### config.mk
export PLATFORM = sky130hd
export DESIGN_NAME = sram_burst_reader
export DESIGN_NICKNAME = d
export VERILOG_FILES = /design/src/rtl/wb_pkg.sv /design/src/rtl/byte_fifo.sv /design/src/rtl/sram_burst_reader.sv
export SDC_FILE = /design/constraint.sdc
export NUM_CORES = 1
export LEC_CHECK = 0
export CORE_ASPECT_RATIO = 1.2
export CORE_MARGIN = 4
export CORE_UTILIZATION = 45
export CTS_CLUSTER_SIZE = 8
export DETAILED_ROUTE_END_ITERATION = 8
export HOLD_SLACK_MARGIN = 0.06
export PLACE_DENSITY = 0.85
export SYNTH_ARGS = -nofsm -noshare
export SYNTH_HDL_FRONTEND = slang
export SYNTH_SLANG_ARGS = --single-unit
### constraint.sdc
create_clock -name clk_i -period 3.4 [get_ports clk_i]
set_clock_uncertainty 0.1 [all_clocks]
set_input_delay 0.51 -clock clk_i [delete_from_list [all_inputs] [get_ports clk_i]]
set_output_delay 0.51 -clock clk_i [all_outputs]
set_load 0.01 [all_outputs]
### src/rtl/wb_pkg.sv
// Wishbone bus encodings shared by the SRAM reader and the result path.
package wb_pkg;

  localparam logic [2:0] CTI_INCREMENTING_BURST = 3'b010;
  localparam logic [2:0] CTI_END_OF_BURST       = 3'b111;
  localparam logic [1:0] BTE_LINEAR             = 2'b00;

endpackage : wb_pkg

### src/rtl/byte_fifo.sv
// Synchronous byte FIFO with occupancy count and flush.
// The head byte is presented combinationally from storage.
// A push into a full FIFO is accepted only when a pop happens in the same cycle.
module byte_fifo #(
  parameter int DEPTH = 4
) (
  input  logic                     clk,
  input  logic                     rst_n,
  input  logic                     flush,
  input  logic                     push,
  input  logic [7:0]               wdata,
  input  logic                     pop,
  output logic [7:0]               rdata,
  output logic [$clog2(DEPTH):0]   count,
  output logic                     empty,
  output logic                     full
);

  localparam int AW = $clog2(DEPTH);
  localparam int CW = AW + 1;
  localparam logic [AW-1:0] PTR_ONE  = AW'(1);
  localparam logic [CW-1:0] CNT_ONE  = CW'(1);
  localparam logic [CW-1:0] CNT_ZERO = CW'(0);
  localparam logic [CW-1:0] CNT_FULL = CW'(DEPTH);

  logic [7:0]    mem_r [DEPTH];
  logic [AW-1:0] wr_ptr_r;
  logic [AW-1:0] rd_ptr_r;
  logic [CW-1:0] cnt_r;
  logic          do_push_s;
  logic          do_pop_s;
  logic [CW-1:0] cnt_next_s;

  assign rdata = mem_r[rd_ptr_r];
  assign count = cnt_r;
  assign empty = (cnt_r == CNT_ZERO);
  assign full  = (cnt_r == CNT_FULL);

  // Qualify push/pop against occupancy and work out the next count.
  always_comb begin
    do_pop_s   = pop && !empty;
    do_push_s  = push && (!full || do_pop_s);
    cnt_next_s = cnt_r + (do_push_s ? CNT_ONE : CNT_ZERO) - (do_pop_s ? CNT_ONE : CNT_ZERO);
  end

  // Storage, pointers and count; flush empties the FIFO without touching storage.
  always_ff @(posedge clk or negedge rst_n) begin
    if (!rst_n) begin
      wr_ptr_r <= '0;
      rd_ptr_r <= '0;
      cnt_r    <= CNT_ZERO;
      for (int i = 0; i < DEPTH; i++) begin
        mem_r[i] <= 8'h00;
      end
    end else if (flush) begin
      wr_ptr_r <= '0;
      rd_ptr_r <= '0;
      cnt_r    <= CNT_ZERO;
    end else begin
      if (do_push_s) begin
        mem_r[wr_ptr_r] <= wdata;
        wr_ptr_r        <= wr_ptr_r + PTR_ONE;
      end
      if (do_pop_s) begin
        rd_ptr_r <= rd_ptr_r + PTR_ONE;
      end
      cnt_r <= cnt_next_s;
    end
  end

endmodule : byte_fifo

### src/rtl/sram_burst_reader.sv
// Wishbone burst reader: fetches LEN bytes from external SRAM with linear
// incrementing bursts and streams them out through a small byte FIFO.
// A burst is ended when the FIFO fills and restarted at the next unfetched
// address once the FIFO has drained to half; the slave is expected to drop
// any partially shifted byte when cyc/stb fall.
module sram_burst_reader
  import wb_pkg::*;
#(
  parameter int FIFO_DEPTH = 4,
  parameter int LEN_WIDTH  = 16
) (
  input  logic                 clk_i,
  input  logic                 rst_ni,
  input  logic                 start_i,
  input  logic [23:0]          addr_i,
  input  logic [LEN_WIDTH-1:0] len_i,
  input  logic                 abort_i,
  output logic                 busy_o,
  output logic                 done_o,
  output logic [7:0]           data_o,
  output logic                 valid_o,
  input  logic                 ready_i,
  output logic                 wb_cyc_o,
  output logic                 wb_stb_o,
  output logic [23:0]          wb_adr_o,
  output logic                 wb_we_o,
  output logic [7:0]           wb_dat_o,
  output logic [2:0]           wb_cti_o,
  output logic [1:0]           wb_bte_o,
  input  logic                 wb_ack_i,
  input  logic [7:0]           wb_dat_i
);

  typedef enum logic [1:0] {
    ST_IDLE  = 2'd0,
    ST_FETCH = 2'd1,
    ST_PAUSE = 2'd2,
    ST_DRAIN = 2'd3
  } state_t;

  localparam int CW = $clog2(FIFO_DEPTH) + 1;
  localparam logic [CW-1:0]        CNT_ONE  = CW'(1);
  localparam logic [CW-1:0]        CNT_ZERO = CW'(0);
  localparam logic [CW-1:0]        CNT_FULL = CW'(FIFO_DEPTH);
  localparam logic [CW-1:0]        CNT_HALF = CW'(FIFO_DEPTH / 2);
  localparam logic [LEN_WIDTH-1:0] REM_ONE  = LEN_WIDTH'(1);
  localparam logic [LEN_WIDTH-1:0] REM_ZERO = LEN_WIDTH'(0);

  state_t               state_r;
  state_t               state_next_s;
  logic [23:0]          adr_r;
  logic [23:0]          adr_next_s;
  logic [LEN_WIDTH-1:0] rem_r;
  logic [LEN_WIDTH-1:0] rem_next_s;
  logic                 busy_r;
  logic                 done_r;
  logic                 done_next_s;
  logic                 cyc_r;

  logic                 push_s;
  logic                 pop_s;
  logic                 flush_s;
  logic [CW-1:0]        cnt_post_s;
  logic [CW-1:0]        fifo_count_s;
  logic                 fifo_empty_s;
  logic                 fifo_full_s;

  byte_fifo #(
    .DEPTH (FIFO_DEPTH)
  ) u_fifo (
    .clk   (clk_i),
    .rst_n (rst_ni),
    .flush (flush_s),
    .push  (push_s),
    .wdata (wb_dat_i),
    .pop   (pop_s),
    .rdata (data_o),
    .count (fifo_count_s),
    .empty (fifo_empty_s),
    .full  (fifo_full_s)
  );

  assign valid_o  = !fifo_empty_s;
  assign busy_o   = busy_r;
  assign done_o   = done_r;
  assign wb_cyc_o = cyc_r;
  assign wb_stb_o = cyc_r;
  assign wb_adr_o = adr_r;
  assign wb_we_o  = 1'b0;
  assign wb_dat_o = 8'h00;
  assign wb_cti_o = CTI_INCREMENTING_BURST;
  assign wb_bte_o = BTE_LINEAR;

  // Next-state logic: FIFO handshakes, burst pacing, abort and completion.
  always_comb begin
    state_next_s = state_r;
    adr_next_s   = adr_r;
    rem_next_s   = rem_r;
    done_next_s  = 1'b0;
    flush_s      = abort_i && (state_r != ST_IDLE);
    pop_s        = valid_o && ready_i;
    push_s       = (state_r == ST_FETCH) && wb_ack_i && !abort_i && (!fifo_full_s || pop_s);
    cnt_post_s   = fifo_count_s + (push_s ? CNT_ONE : CNT_ZERO) - (pop_s ? CNT_ONE : CNT_ZERO);

    if (flush_s) begin
      state_next_s = ST_IDLE;
      rem_next_s   = REM_ZERO;
      done_next_s  = 1'b1;
    end else begin
      case (state_r)
        ST_IDLE: begin
          if (start_i && (len_i != REM_ZERO)) begin
            adr_next_s   = addr_i;
            rem_next_s   = len_i;
            state_next_s = ST_FETCH;
          end else if (start_i) begin
            done_next_s  = 1'b1;
          end else begin
            state_next_s = ST_IDLE;
          end
        end
        ST_FETCH: begin
          if (push_s) begin
            rem_next_s = rem_r - REM_ONE;
            adr_next_s = adr_r + 24'd1;
            if (rem_next_s == REM_ZERO) begin
              state_next_s = ST_DRAIN;
            end else if (cnt_post_s == CNT_FULL) begin
              state_next_s = ST_PAUSE;
            end else begin
              state_next_s = ST_FETCH;
            end
          end else begin
            state_next_s = ST_FETCH;
          end
        end
        ST_PAUSE: begin
          if (cnt_post_s <= CNT_HALF) begin
            state_next_s = ST_FETCH;
          end else begin
            state_next_s = ST_PAUSE;
          end
        end
        ST_DRAIN: begin
          if (cnt_post_s == CNT_ZERO) begin
            state_next_s = ST_IDLE;
            done_next_s  = 1'b1;
          end else begin
            state_next_s = ST_DRAIN;
          end
        end
        default: begin
          state_next_s = ST_IDLE;
        end
      endcase
    end
  end

  // State register and registered bus/status outputs derived from the next state.
  always_ff @(posedge clk_i or negedge rst_ni) begin
    if (!rst_ni) begin
      state_r <= ST_IDLE;
      adr_r   <= 24'h000000;
      rem_r   <= REM_ZERO;
      busy_r  <= 1'b0;
      done_r  <= 1'b0;
      cyc_r   <= 1'b0;
    end else begin
      state_r <= state_next_s;
      adr_r   <= adr_next_s;
      rem_r   <= rem_next_s;
      busy_r  <= (state_next_s != ST_IDLE);
      done_r  <= done_next_s;
      cyc_r   <= (state_next_s == ST_FETCH);
    end
  end

endmodule : sram_burst_reader

# Yosys cells after proc, flatten, opt, wreduce, memory -nomap -nowiden
# Index checks and enable logic that the tools add are counted.
# totals
elab_cells,102
inputBits,54
output_inout_bits,51
regBits,84
# op_classes
reduce_logical,28
bitwise_logic,3
eq_ne,10
muxes,36
addsub,8
n_lt_le_gt_ge,4
# ops
op,n
$mux W16,3
$mux W24,2
$pmux W24 S2,1
$bwmux W32,1
$pmux W16 S2,1
$add A24 B1 Y24 const B,1
$mux W2,12
$mux W8,3
$bmux W8 S2,1
$demux W8 S2,1
$logic_not A16 Y1,1
$reduce_bool A16 Y1,1
$sub A16 B1 Y16 const B,1
$reduce_bool A2 Y1,5
$logic_and A1 B1 Y1,9
$mux W1,8
$pmux W2 S4,1
$eq A3 B3 Y1 const B,2
$ge A3 B3 Y1 const B,2
$logic_not A3 Y1,2
$not A2 Y3,2
$add A2 B1 Y2 const B,2
$eq A2 B1 Y1 const B,2
$eq A2 B2 Y1 const B,2
other kinds (20),23

# Logic depth before layout (Yosys ltp)
# Gate-level depths: netlist of the first run.
# logic_depth
ltp_word,15
depth_mapped,17
depth_no_buf,14

# Cells and area by module
# Synthesis of the first run repeated with hierarchy kept, for this count alone.
# unflattened
cells_unflattened,527
area_unflattened_um2,5196.2
# by_module_without_submodules
mod,seq_area_each_um2,cells_each,n_inst,area_each_um2
sram_burst_reader,1126.1,401,1,3333.2
byte_fifo,975.9,126,1,1863.0

# Worst setup path after synthesis of the first run
# OpenSTA, ideal clock, no wires.
# synth_path
path_kind,register -> register
startpoint,reg state_r[1]
endpoint,reg state_r[1]
setup_ps,120
slack_ps,-65
arrival_ps,3245
synth_period_minus_slack_ps,3465
path_buffers,3
stages_incl_launch_ff,18
required_ps,3180
cell_sequence,dfrtp_1 -> inv_1 -> ha_1 -> clkbuf_1 -> nand2_1 -> or3_1 -> buf_2 -> inv_1 -> buf_2 -> ha_1 -> inv_1 -> fa_1 -> xnor3_1 -> nand2b_1 -> a21boi_0 -> o22ai_1 -> a22o_1 -> a31o_2
# synth_between
elab_chain_cells,13
elab_cells_between_ends,24
classes_between,2 x add/sub; 1 x order compare; 4 x eq/ne; 10 x mux; 7 x reduce/logical
# synth_rtl
element,line_no,text
from (decl),sram_burst_reader.sv:49,state_t state_r;
from (signal assigned),sram_burst_reader.sv:169,state_r <= state_next_s;
$eq A2 B1 Y1,"sram_burst_reader.sv:102, sram_burst_reader.sv:110",
$logic_and A1 B1 Y1 (3 in a row),sram_burst_reader.sv:102,push_s = (state_r == ST_FETCH) && wb_ack_i && !abort_i && (!fifo_full_s || pop_s);
$mux W1,sram_burst_reader.sv:103,cnt_post_s = fifo_count_s + (push_s ? CNT_ONE : CNT_ZERO) - (pop_s ? CNT_ONE : CNT_ZERO);
$add A3 B1 Y3,sram_burst_reader.sv:103,
$sub A3 B1 Y3,sram_burst_reader.sv:103,
$eq A3 B3 Y1,sram_burst_reader.sv:128,end else if (cnt_post_s == CNT_FULL) begin
$mux W2,sram_burst_reader.sv:128,
$mux W2,sram_burst_reader.sv:126,if (rem_next_s == REM_ZERO) begin
$mux W2,sram_burst_reader.sv:123,if (push_s) begin
$pmux W2 S4,sram_burst_reader.sv:110,case (state_r)
$mux W2 *,sram_burst_reader.sv:105,if (flush_s) begin
net state_next_s[1],sram_burst_reader.sv:50,state_t state_next_s;
# Mark *: on every way through the listed nets, which the timed path passes. The rest lies on a longest branch.
# A chain may end at the register's enable or synchronous reset.

# Worst setup path in the final report of the first run
# layout_path
startpoint,reg u_fifo.cnt_r[0] (netlist: u_fifo.count[0])
endpoint,reg busy_r (netlist: busy_o)
# layout_between
elab_chain_cells,15
elab_cells_between_ends,22
classes_between,2 x add/sub; 1 x order compare; 2 x eq/ne; 9 x mux; 8 x reduce/logical
# layout_rtl
element,line_no,text
from (decl),byte_fifo.sv:29,logic [CW-1:0] cnt_r;
from (signal assigned),byte_fifo.sv:67,cnt_r <= cnt_next_s;
$logic_not A3 Y1,byte_fifo.sv:36,assign empty = (cnt_r == CNT_ZERO);
$logic_not A1 Y1,sram_burst_reader.sv:83,assign valid_o = !fifo_empty_s;
$logic_and A1 B1 Y1,sram_burst_reader.sv:101,pop_s = valid_o && ready_i;
$logic_or A1 B1 Y1,sram_burst_reader.sv:102,
$logic_and A1 B1 Y1,sram_burst_reader.sv:102,
$mux W1,sram_burst_reader.sv:103,
$add A3 B1 Y3,sram_burst_reader.sv:103,
$sub A3 B1 Y3,sram_burst_reader.sv:103,
$eq A3 B3 Y1,sram_burst_reader.sv:128,
$mux W2,sram_burst_reader.sv:128,
$mux W2,sram_burst_reader.sv:126,
$mux W2,sram_burst_reader.sv:123,
$pmux W2 S4 *,sram_burst_reader.sv:110,
$mux W2 *,sram_burst_reader.sv:105,
$reduce_bool A2 Y1 *,sram_burst_reader.sv:172,busy_r <= (state_next_s != ST_IDLE);
to (signal assigned),sram_burst_reader.sv:172,
to (decl),sram_burst_reader.sv:55,logic busy_r;
# Every way passes the cells marked *; elsewhere a longest branch is shown, timed or not.

==> metrics.md, run 1 <==
| Metric | Value |
|---|---|
| Die Y | 125 um |
| Status | finished, final reports clean |
| Routability cong. | 0.905 |
| Root Driver | clkbuf_16 |
| CP arrival | around 3.5 ns |
| Finished Cell Area | approximately 0.0065 mm2 |
| Nets | 685 |
| YS warnings | 0 |
| Reg clk slew, reported paths | 0.07 ns |
| Placed Area | 0.00614 mm2 |
| Maxcap violations | 0 |
| Pre-CTS WS | -0.127 ns |
| Final hold vios | 0 |
| R2R cell count | 14 |
| Crit share post-route | 0.970 |
| Ys async rst share | 1.00 |
| Detailed placement HPWL | 9.45 mm |
| EDFF count, synth | 0 |
| Hold_ws | between 0.2 and 0.25 ns |
| Routing usage on met1 | 0.261 |
| Pre-Repair DR Iteration Count | 5 |
| IO Count | 105 |
| Most common cell after layout, fill and taps aside | clkdlybuf4s50_1 |
| Post-DR wirelength/cell | 17.6 um |
| Htree depth | 3 |
| VDD IR max | 0.000391 V |
| Ratio of cells with drive above 1 in the final layout | 0.169 |
| Initial core utilization | 0.463 |
| M3 GR Usage | 0.0469 |
| Leak | 2.74 nW |
| Slack of the critical path | 0.101 ns |
| Cell Area, Synth | 0.00514 mm2 |
| Global-route wire length before repair | 22.4 mm |
| Area Overhead vs Synth | 26.4% |
| Sw power | 2.10 mW |
| DRC | 0 |
| Row Count | 42 |
| Drt total wl | 13.7 mm |
| Sequential fraction of the synthesis area | 0.409 |
| Worst R2R Start | u_fifo.count[0] |
| Gate power share | 0.456 |
| Initial DRC count | between 300 and 400 |
| Via count of the first global-routing pass | ~4600 |
| All-Layer GR Usage | 0.207 |
| Peak Freq | roughly 300 MHz |
| CTS tree | built |
| Sequential power share | 0.351 |
| Post-CTS Hold Buffers | 0 |
| Clk Latency, worst-skew pair | 0.34 ns |
| Post-synthesis cell type count | 65 |
| Worst R2R Setup Slack | 0.10 ns |
| Initial antenna violation count | 0 |
| Max Slew Vio Count | 0 |
| Most frequent cells in the layout | clkdlybuf4s50_1, dfrtp_1, o21ai_0 |
| Clk sink count | 84 |
| Final setup viols | 0 |
| Top FF cell, synth | dfrtp_1 |
| Largest net degree at the start of global routing | 85 |
| Mean Syn Cell Area | 9.62 um2 |
| Fin crit period | between 3 and 4 ns |
| GRT overflow | 0 |
| Pint | 3.31 mW |
| DIE WIDTH | 106 um |
| Worst hold path class | input pin to async pin |
| Gr busiest metal | met2 |
| Power density cells | between 800 and 900 mW/mm2 |
| Total number of vias | between 4000 and 5000 |
| Die Area | roughly 0.013 mm2 |
| Setup TNS | 0 ns |
| Cells after Synth | between 500 and 600 |
| # diodes | 0 |
| Switching Fraction | 0.388 |
| Clock Power Share | 0.192 |
| Max FO, Critical Path | 5 |
| Max-Slew Margin vs Limit | 0.252 |
| Crit end category | register |
| IO buf count | 90 |
| Critical path endpoint | busy_o |
| Number of vias per cell | 5.87 |
| Critical Path Start Type | register |
| Post-route ant nets | 0 |
| Crit path from | u_fifo.count[0] |
| Core ar. | roughly 0.011 mm2 |
| Overall Power | 5.42 mW |
| Num CTS Buffers | 9 |
| Crit Path Category | register to register |
| Tightest Pin Transition | 1.12 ns |
| Synthesized flop and latch total | 84 |
| Required time worst endpoint | 3.58 ns |
| GR Util met2 | 0.359 |
| Reg2reg end | busy_o |
| CTS Buffer Depth | 2 |
## worst min-delay path by stage
stage                     startpoint               end  slack (ns)  cells past startpoint
floorplan                     rst_ni            busy_o        0.11                      0
global placement    u_fifo.mem_r[12]  u_fifo.mem_r[12]        0.38                      1
detailed placement   u_fifo.mem_r[8]   u_fifo.mem_r[8]        0.39                      1
CTS                           rst_ni  u_fifo.mem_r[26]        0.30                      1
global route                  rst_ni  u_fifo.mem_r[30]        0.36                      1
finish                        rst_ni  u_fifo.mem_r[30]        0.25                      1
## synth_stat cells (3+ instances only)
library cell | number | area, um2
dfrtp_1 | 84 | 2100
o21ai_0 | 47 | 235
nor2_1 | 36 | 135
mux2_2 | 32 | 360
a21oi_1 | 31 | 155
nand2_1 | 27 | 101
clkbuf_1 | 23 | 86.3
nor3_1 | 21 | 105
inv_1 | 16 | 60.1
o22ai_1 | 16 | 100
buf_4 | 15 | 113
ha_1 | 14 | 175
nand3_1 | 14 | 70.1
and3_1 | 10 | 62.6
nand4_1 | 10 | 62.6
nor4_1 | 9 | 56.3
a31oi_1 | 8 | 50.1
mux4_2 | 8 | 180
a31o_2 | 7 | 61.3
mux2i_1 | 7 | 70.1
buf_2 | 6 | 30.0
or2_2 | 6 | 37.5
a21o_1 | 5 | 37.5
nand2b_1 | 5 | 31.3
o32ai_1 | 5 | 43.8
or3_1 | 5 | 31.3
and2_1 | 4 | 25.0
nor2b_1 | 4 | 25.0
xnor2_1 | 4 | 35.0
a311o_1 | 3 | 30.0
nor3b_1 | 3 | 22.5
o21bai_1 | 3 | 22.5
## metal layers
metal / part of all wire / wire length (um) / up-vias
met3: 0.060 / 817 / 17
met4: 0.012 / 159 / 0
li1: - / - / 2116
met2: 0.52 / 7060 / 174
met1: 0.41 / 5620 / 2239
met5: 0 / 0 / -
## cell families (layout without fill, tap and decap cells)
group | after synthesis | after routing | synth area share
flops | 84 | 84 | 0.409
compound gates | 143 | 143 | 0.176
buf+inv | 64 | 138 | 0.0594
simple gates | 171 | 171 | 0.179
fa+ha+maj | 16 | 16 | 0.0419
xor+xnor | 7 | 7 | 0.0146
other cells | 2 | 14 | 0.00146
mux | 47 | 47 | 0.119
## critical path, cell delays in order, from the launching register on
cell and delay, ns:
dfrtp_1 0.39, or3_4 0.39, and2_4 0.16, ha_4 0.26, inv_2 0.04, ha_1 0.18, inv_2 0.07, fa_2 0.44
nor4b_2 0.18, mux2i_1 0.20, a31oi_1 0.13, o31ai_1 0.35, o21ai_2 0.13, buf_4 0.15, nand2b_1 0.07
## area by class of cell
| class | instances | area [um2] |
|---|---|---|
| Fill cell | 915 | 4590 |
| Multi-Input combinational cell | 398 | 2810 |
| Sequential cell | 84 | 2100 |
| Timing Repair Buffer | 105 | 1010 |
| Clock buffer | 9 | 225 |
| Tap cell | 154 | 193 |
| Clock inverter | 7 | 87.6 |
| Inverter | 17 | 63.8 |
## power by group through the flow
stage	sequential (mW)	clock (mW)	combinational [mW]
2_1_floorplan	1.77	0	1.60
3_3_place_gp	1.86	0	2.31
3_5_place_dp	1.89	0	2.42
4_1_cts	1.89	1.06	2.44
5_1_grt	1.97	1.11	2.72
6_report	1.90	1.04	2.47
## stage by stage
stage          utilization  std cells
3_3_place_gp         0.554        757
6_report             0.586        774
2_1_floorplan            -        546
5_1_grt              0.586        774
4_1_cts              0.582        773
3_5_place_dp         0.554        757
## repair_timing
item / CTS / global route
setup endpoints to repair: 0 / 4
hold endpoints to repair: 0 / 0
resized for setup: 0 / 9
buffers inserted: 0 / 1
## flip-flops by register name, summed over array words and instances, names as in the netlist
name and flops:
u_fifo.rd_ptr_r 2, rem_r 16, state_r 2, wb_cyc_o 1, done_o 1, u_fifo.count 3, wb_adr_o 24, u_fifo.wr_ptr_r 2
u_fifo.mem_r 32, busy_o 1
(Power assumes the default switching activity.)
==> inputs of run 2 (changes only) <==
--- a/config.mk
+++ b/config.mk
@@ -10,7 +10,7 @@
 export CORE_UTILIZATION = 45
 export CTS_CLUSTER_SIZE = 8
 export DETAILED_ROUTE_END_ITERATION = 8
-export HOLD_SLACK_MARGIN = 0.06
+export HOLD_SLACK_MARGIN = 0.15
 export PLACE_DENSITY = 0.85
 export SYNTH_ARGS = -nofsm -noshare
 export SYNTH_HDL_FRONTEND = slang
==> results of run 2 <==
No change in the layout: final DEF, timing and power equal those of run 1.
